## config.mk

```make
export PLATFORM = sky130hd
export DESIGN_NAME = mem_port_arbiter_flat
export DESIGN_NICKNAME = d
export VERILOG_FILES = /design/src/rtl/mem_port_arbiter_if.sv /design/src/rtl/mem_port_arbiter.sv /design/src/flat_wrapper.sv
export SDC_FILE = /design/constraint.sdc
export NUM_CORES = 1
export LEC_CHECK = 0
export BUFFER_PORTS_ARGS = -buffer_cell sky130_fd_sc_hd__buf_2
export CAP_MARGIN = 20
export CORE_MARGIN = 1.5
export CORE_UTILIZATION = 35
export DETAILED_ROUTE_END_ITERATION = 10
export SKIP_LAST_GASP = 1
export SLEW_MARGIN = 20
export SYNTH_ARGS = -nofsm -noshare
export SYNTH_HDL_FRONTEND = slang
export SYNTH_SLANG_ARGS = --single-unit
```

## constraint.sdc

```tcl
create_clock -name clk -period 1.9 [get_ports clk]
set_input_delay 0 -clock clk [delete_from_list [all_inputs] [get_ports clk]]
set_output_delay 0 -clock clk [all_outputs]
set_load 0.1 [all_outputs]
```

## src/rtl/mem_port_arbiter_if.sv

```systemverilog
// Bundle between the core stage sequencer, the shared memory port and the arbiter.
// The arbiter takes the slave view; the environment (core plus memory) takes the master view.
interface mem_port_arbiter_if #(
    parameter int ADDR_W = 32,
    parameter int DATA_W = 32
);
    logic              if_req;
    logic [ADDR_W-1:0] if_addr;
    logic [DATA_W-1:0] if_rdata;
    logic              if_done;

    logic              dm_req;
    logic              dm_we;
    logic [ADDR_W-1:0] dm_addr;
    logic [DATA_W-1:0] dm_wdata;
    logic [DATA_W-1:0] dm_rdata;
    logic              dm_done;

    logic              xfer_err;
    logic              busy;
    logic              grant_dm;

    logic              mem_req;
    logic              mem_we;
    logic [ADDR_W-1:0] mem_addr;
    logic [DATA_W-1:0] mem_wdata;
    logic              mem_ack;
    logic [DATA_W-1:0] mem_rdata;

    modport slave (
        input  if_req, if_addr,
        input  dm_req, dm_we, dm_addr, dm_wdata,
        input  mem_ack, mem_rdata,
        output if_rdata, if_done,
        output dm_rdata, dm_done,
        output xfer_err, busy, grant_dm,
        output mem_req, mem_we, mem_addr, mem_wdata
    );

    modport master (
        output if_req, if_addr,
        output dm_req, dm_we, dm_addr, dm_wdata,
        output mem_ack, mem_rdata,
        input  if_rdata, if_done,
        input  dm_rdata, dm_done,
        input  xfer_err, busy, grant_dm,
        input  mem_req, mem_we, mem_addr, mem_wdata
    );
endinterface

```

## src/rtl/mem_port_arbiter.sv

```systemverilog
// Round-robin arbiter sharing one memory port between instruction fetch and data access,
// with a variable-latency ack handshake and an optional BUSY-phase timeout.
module mem_port_arbiter #(
    parameter int ADDR_W      = 32,
    parameter int DATA_W      = 32,
    parameter int TIMEOUT_CYC = 255
) (
    input  logic                clk,
    input  logic                reset_n,
    mem_port_arbiter_if.slave   bus
);

    localparam int CNT_W = (TIMEOUT_CYC > 2) ? $clog2(TIMEOUT_CYC) : 1;
    localparam logic [CNT_W-1:0] TO_LAST = (TIMEOUT_CYC > 0) ? CNT_W'(TIMEOUT_CYC - 1) : '0;
    localparam bit TO_EN = (TIMEOUT_CYC != 0);

    typedef enum logic [1:0] {
        S_IDLE = 2'd0,
        S_BUSY = 2'd1,
        S_DONE = 2'd2
    } state_t;

    state_t            r_state;
    logic              r_last_grant;
    logic [CNT_W-1:0]  r_cnt;

    logic              r_mem_req;
    logic              r_mem_we;
    logic [ADDR_W-1:0] r_mem_addr;
    logic [DATA_W-1:0] r_mem_wdata;
    logic [DATA_W-1:0] r_if_rdata;
    logic [DATA_W-1:0] r_dm_rdata;
    logic              r_if_done;
    logic              r_dm_done;
    logic              r_xfer_err;
    logic              r_busy;
    logic              r_grant_dm;

    logic              w_any_req;
    logic              w_pick_dm;
    logic              w_timeout;

    assign w_any_req = bus.if_req | bus.dm_req;
    // DM wins when alone, or on contention when IF was served last.
    assign w_pick_dm = bus.dm_req & (~bus.if_req | ~r_last_grant);
    assign w_timeout = TO_EN && (r_cnt == TO_LAST);

    always_ff @(posedge clk or negedge reset_n) begin
        if (!reset_n) begin
            r_state      <= S_IDLE;
            r_last_grant <= 1'b0;
            r_cnt        <= '0;
            r_mem_req    <= 1'b0;
            r_mem_we     <= 1'b0;
            r_mem_addr   <= '0;
            r_mem_wdata  <= '0;
            r_if_rdata   <= '0;
            r_dm_rdata   <= '0;
            r_if_done    <= 1'b0;
            r_dm_done    <= 1'b0;
            r_xfer_err   <= 1'b0;
            r_busy       <= 1'b0;
            r_grant_dm   <= 1'b0;
        end else begin
            case (r_state)
                S_IDLE: begin
                    if (w_any_req) begin
                        r_mem_req    <= 1'b1;
                        r_grant_dm   <= w_pick_dm;
                        r_last_grant <= w_pick_dm;
                        r_mem_addr   <= w_pick_dm ? bus.dm_addr : bus.if_addr;
                        r_mem_we     <= w_pick_dm & bus.dm_we;
                        r_mem_wdata  <= w_pick_dm ? bus.dm_wdata : '0;
                        r_busy       <= 1'b1;
                        r_cnt        <= '0;
                        r_state      <= S_BUSY;
                    end
                end
                S_BUSY: begin
                    r_cnt <= r_cnt + 1'b1;
                    if (bus.mem_ack) begin
                        r_mem_req  <= 1'b0;
                        r_if_done  <= ~r_grant_dm;
                        r_dm_done  <= r_grant_dm;
                        r_xfer_err <= 1'b0;
                        if (!r_mem_we) begin
                            if (r_grant_dm) begin
                                r_dm_rdata <= bus.mem_rdata;
                            end else begin
                                r_if_rdata <= bus.mem_rdata;
                            end
                        end
                        r_state <= S_DONE;
                    end else if (w_timeout) begin
                        // Aborted read returns zero so stale data is never mistaken for a result.
                        r_mem_req  <= 1'b0;
                        r_if_done  <= ~r_grant_dm;
                        r_dm_done  <= r_grant_dm;
                        r_xfer_err <= 1'b1;
                        if (!r_mem_we) begin
                            if (r_grant_dm) begin
                                r_dm_rdata <= '0;
                            end else begin
                                r_if_rdata <= '0;
                            end
                        end
                        r_state <= S_DONE;
                    end
                end
                S_DONE: begin
                    r_if_done  <= 1'b0;
                    r_dm_done  <= 1'b0;
                    r_xfer_err <= 1'b0;
                    r_busy     <= 1'b0;
                    r_cnt      <= '0;
                    r_state    <= S_IDLE;
                end
                default: begin
                    r_state <= S_IDLE;
                end
            endcase
        end
    end

    assign bus.mem_req   = r_mem_req;
    assign bus.mem_we    = r_mem_we;
    assign bus.mem_addr  = r_mem_addr;
    assign bus.mem_wdata = r_mem_wdata;
    assign bus.if_rdata  = r_if_rdata;
    assign bus.dm_rdata  = r_dm_rdata;
    assign bus.if_done   = r_if_done;
    assign bus.dm_done   = r_dm_done;
    assign bus.xfer_err  = r_xfer_err;
    assign bus.busy      = r_busy;
    assign bus.grant_dm  = r_grant_dm;

endmodule
```

## src/flat_wrapper.sv

```systemverilog
// flat-port wrapper written by rule: the top's interface ports become plain ports
module mem_port_arbiter_flat 
#(
    parameter int ADDR_W      = 32,
    parameter int DATA_W      = 32,
    parameter int TIMEOUT_CYC = 255
)
  (clk, reset_n, bus_if_req, bus_if_addr, bus_dm_req, bus_dm_we, bus_dm_addr, bus_dm_wdata, bus_mem_ack, bus_mem_rdata, bus_if_rdata, bus_if_done, bus_dm_rdata, bus_dm_done, bus_xfer_err, bus_busy, bus_grant_dm, bus_mem_req, bus_mem_we, bus_mem_addr, bus_mem_wdata);
  mem_port_arbiter_if #(.ADDR_W(ADDR_W), .DATA_W(DATA_W)) bus_i ();
  input  logic clk;
  input  logic reset_n;
  input wire logic [$bits(bus_i.if_req)-1:0] bus_if_req;
  input wire logic [$bits(bus_i.if_addr)-1:0] bus_if_addr;
  input wire logic [$bits(bus_i.dm_req)-1:0] bus_dm_req;
  input wire logic [$bits(bus_i.dm_we)-1:0] bus_dm_we;
  input wire logic [$bits(bus_i.dm_addr)-1:0] bus_dm_addr;
  input wire logic [$bits(bus_i.dm_wdata)-1:0] bus_dm_wdata;
  input wire logic [$bits(bus_i.mem_ack)-1:0] bus_mem_ack;
  input wire logic [$bits(bus_i.mem_rdata)-1:0] bus_mem_rdata;
  output wire logic [$bits(bus_i.if_rdata)-1:0] bus_if_rdata;
  output wire logic [$bits(bus_i.if_done)-1:0] bus_if_done;
  output wire logic [$bits(bus_i.dm_rdata)-1:0] bus_dm_rdata;
  output wire logic [$bits(bus_i.dm_done)-1:0] bus_dm_done;
  output wire logic [$bits(bus_i.xfer_err)-1:0] bus_xfer_err;
  output wire logic [$bits(bus_i.busy)-1:0] bus_busy;
  output wire logic [$bits(bus_i.grant_dm)-1:0] bus_grant_dm;
  output wire logic [$bits(bus_i.mem_req)-1:0] bus_mem_req;
  output wire logic [$bits(bus_i.mem_we)-1:0] bus_mem_we;
  output wire logic [$bits(bus_i.mem_addr)-1:0] bus_mem_addr;
  output wire logic [$bits(bus_i.mem_wdata)-1:0] bus_mem_wdata;
  assign bus_i.if_req = bus_if_req;
  assign bus_i.if_addr = bus_if_addr;
  assign bus_i.dm_req = bus_dm_req;
  assign bus_i.dm_we = bus_dm_we;
  assign bus_i.dm_addr = bus_dm_addr;
  assign bus_i.dm_wdata = bus_dm_wdata;
  assign bus_i.mem_ack = bus_mem_ack;
  assign bus_i.mem_rdata = bus_mem_rdata;
  assign bus_if_rdata = bus_i.if_rdata;
  assign bus_if_done = bus_i.if_done;
  assign bus_dm_rdata = bus_i.dm_rdata;
  assign bus_dm_done = bus_i.dm_done;
  assign bus_xfer_err = bus_i.xfer_err;
  assign bus_busy = bus_i.busy;
  assign bus_grant_dm = bus_i.grant_dm;
  assign bus_mem_req = bus_i.mem_req;
  assign bus_mem_we = bus_i.mem_we;
  assign bus_mem_addr = bus_i.mem_addr;
  assign bus_mem_wdata = bus_i.mem_wdata;
  mem_port_arbiter #(.ADDR_W(ADDR_W), .DATA_W(DATA_W), .TIMEOUT_CYC(TIMEOUT_CYC)) u_core (.clk(clk), .reset_n(reset_n), .bus(bus_i));
endmodule
```

==> summary.txt <==
outcome: finished, final reports clean
Worst Tran Pin Value: 593 ps
number of global-route vias before repair: 5714
Final Setup Violations: 0
DR WL met2: 9030 microns
Hold WC Path Type: primary input to flop
Worst setup SP type: flop
grt total ovfl: 0
crit end category: flop
Max Fclk: 576 MHz
largest net degree at the start of global routing: 48
Pre-antenna DRT Iters: 4
Routed met1 length: 7920 microns
Die X: 134 microns
antenna viol nets, final: 0
max_slew headroom: 60.3%
CTS Buf Count: 17
Synth Warn #: 0
sequential area share after synthesis: 60.5%
Clock Pin Slew Worst Setup and Hold Paths: 60 ps
FFs w/ async S/R, synth: 100%
Fin Hold WS: 24.2 ps
worst reg-to-reg path cell count: 6
synthesized area per cell: 12.4 sq um
# rows: 47
full die area: 17900 sq um
Max Used Layer: met5
setup total negative slack: 0 ps
post-detail-place hpwl: 11800 microns
maxcap violations: 0
mapped cell area: 5990 sq um
first-pass GRT wire length: 29700 microns
critical setup path kind: flop to flop
WP data required: 2190 ps
port bufs: 268
DRC Markers: 0
Starting Density: 36.0%
Core Area: 16600 sq um
share of the synthesized area in the top cell type: 60.5%
CTS root buf: clkbuf_16
Fin Clk Skew: 8.34 ps
Starting DRT DRC Count: 246
fraction of layout cells with a size suffix above 1: 36.8%
total track usage: 21.1%
syn_nets: 625
Synth area leaders: dfrtp_1, o2bb2ai_1, mux2i_1, a22o_1, o21ai_0
total wire length: 18700 microns
nets@finish: 1021
Seq cells post-synth: 145
critical path peak fanout: 8
number of synthesized flops with an enable pin: 0
Clock Latency Late Sink: 420 ps
Die Height: 134 microns
Final Slew Violations: 0
Avg WL per Cell: 16.8 microns
worst slack, placed: 29.1 ps
Hold Path Stages: 3
antenna diode count: 0
final estimated routing congestion in global placement: 0.786
endpoints failing hold: 0
Worst EP arrival: 2020 ps
setup repair after global routing missed its margin: false
DR WL met3: 1330 microns
Setup WS post-layout: 164 ps
Via Count: 5514
initial antenna violation count: 1
P&R area growth vs syn: 58.8%
ys flop type: dfrtp_1
IO Pins: 269
TritonCTS Sinks: 145
Synth cell types: 32
fin crit share: 91.4%
Min Clock Period, post-route: 1740 ps
cells after synthesis: 483
Synth area leader: dfrtp_1
H-tree depth: 4
Via density: 4.96
clock buffer depth: 2
CTS tree: done
-- cells by family after synthesis --
| logic type | share of synthesized area [%] |
|---|---|
| adder cells (fa/ha/maj) | 1.67 |
| AO/OA/AOI/OAI | 19.2 |
| multiplexers | 6.28 |
| flip-flops | 60.5 |
| AND/OR/NAND/NOR | 8.75 |
| buffers and inverters | 3.57 |
-- critical path: stages (launching register included) --
cell and delay, ps:
dfrtp_1 400, inv_1 110, ha_1 260, nor3b_2 200, or2_2 350, o21ai_1 200, o41ai_2 100
-- metal layers --
layer / track usage [%] / vias up
li1: - / 2556
met1: 26.6 / 2655
met2: 35.2 / 268
met3: 5.40 / 33
met4: 7.97 / 2
met5: 0 / -
-- through the flow --
| stage | util (%) | area, sq um | std cells |
|---|---|---|---|
| finish | 57.2 | 9520 | 1112 |
| global placement | 45.8 | 7610 | 949 |
| global route | 57.2 | 9520 | 1112 |
| detailed placement | 45.8 | 7610 | 949 |
| floorplan | - | 6000 | 483 |
| CTS | 57.0 | 9490 | 1112 |
-- sequential cells by signal (all words and copies together) (netlist names), 2 cells and up --
name and flops:
u_core.bus.dm_rdata 32, u_core.bus.if_rdata 32, u_core.bus.mem_addr 32, u_core.bus.mem_wdata 32, u_core.r_cnt 8, u_core.r_state 2
-- cells in the mapped netlist, types with 2 or more instances --
cell / number
a22o_1: 33
and2_1: 4
buf_2: 6
buf_4: 6
buf_6: 5
clkbuf_1: 19
dfrtp_1: 145
ha_1: 8
inv_1: 3
mux2_2: 5
mux2i_1: 32
nand2_1: 43
nand2b_1: 32
nand3_1: 6
nand3b_1: 2
nand4b_1: 2
nor2_1: 8
nor2b_1: 4
o21a_1: 2
o21ai_0: 41
o2bb2ai_1: 64
o31ai_1: 2
o41ai_1: 2
-- final cells by class --
| cell class | instances | area, sq um |
|---|---|---|
| repair buffers | 413 | 2840 |
| multi-input cells | 299 | 2190 |
| inverters | 3 | 11.3 |
| clock inverters | 13 | 124 |
| flip-flops and latches | 145 | 3630 |
| fillers | 1373 | 7130 |
| clock buffers | 19 | 443 |
| well taps | 220 | 275 |
-- repair_timing --
action,4_1_cts,5_1_grt
hold buffers,131,0
hold endpoints to repair,275,0
endpoints found under the setup margin,0,5
resized for setup,0,7
buffers inserted,0,0
-- cell usage in the layout (no fill, tap or decap), types with 3 or more instances in the layout --
master	netlist	final
ha_1	8	8
mux2i_1	32	32
nand2_1	43	43
and2_1	4	4
buf_4	6	8
buf_12	0	6
buf_2	6	267
inv_6	0	5
inv_1	3	3
nor2_1	8	7
o21ai_0	41	39
mux2_2	5	5
clkinv_2	0	3
clkbuf_16	0	17
nand2b_1	32	32
nor2b_1	4	4
o2bb2ai_1	64	64
dlygate4sd3_1	0	131
nand3_1	6	6
a22o_1	33	33
dfrtp_1	145	143
-- worst paths after layout --
path,from,endpoint,slack (ps)
min in group asynchronous,reset_n,u_core.bus.dm_rdata[10]$_DFFE_PN0P_,50
max in group asynchronous,reset_n,u_core.bus.mem_addr[27]$_DFFE_PN0P_,1260
min,bus_mem_ack,u_core.bus.xfer_err$_DFFE_PN0P_,20
max,u_core.r_state[1]$_DFFE_PN0P_,u_core.r_cnt[5]$_DFFE_PN0P_,160
min reg2reg,u_core.bus.mem_addr[15]$_DFFE_PN0P_,u_core.bus.mem_addr[15]$_DFFE_PN0P_,480
max reg2reg,u_core.r_state[1]$_DFFE_PN0P_,u_core.r_cnt[5]$_DFFE_PN0P_,160
Power is not shown: default switching activity piles up to over one toggle a cycle in this logic, so the estimate is an artifact.
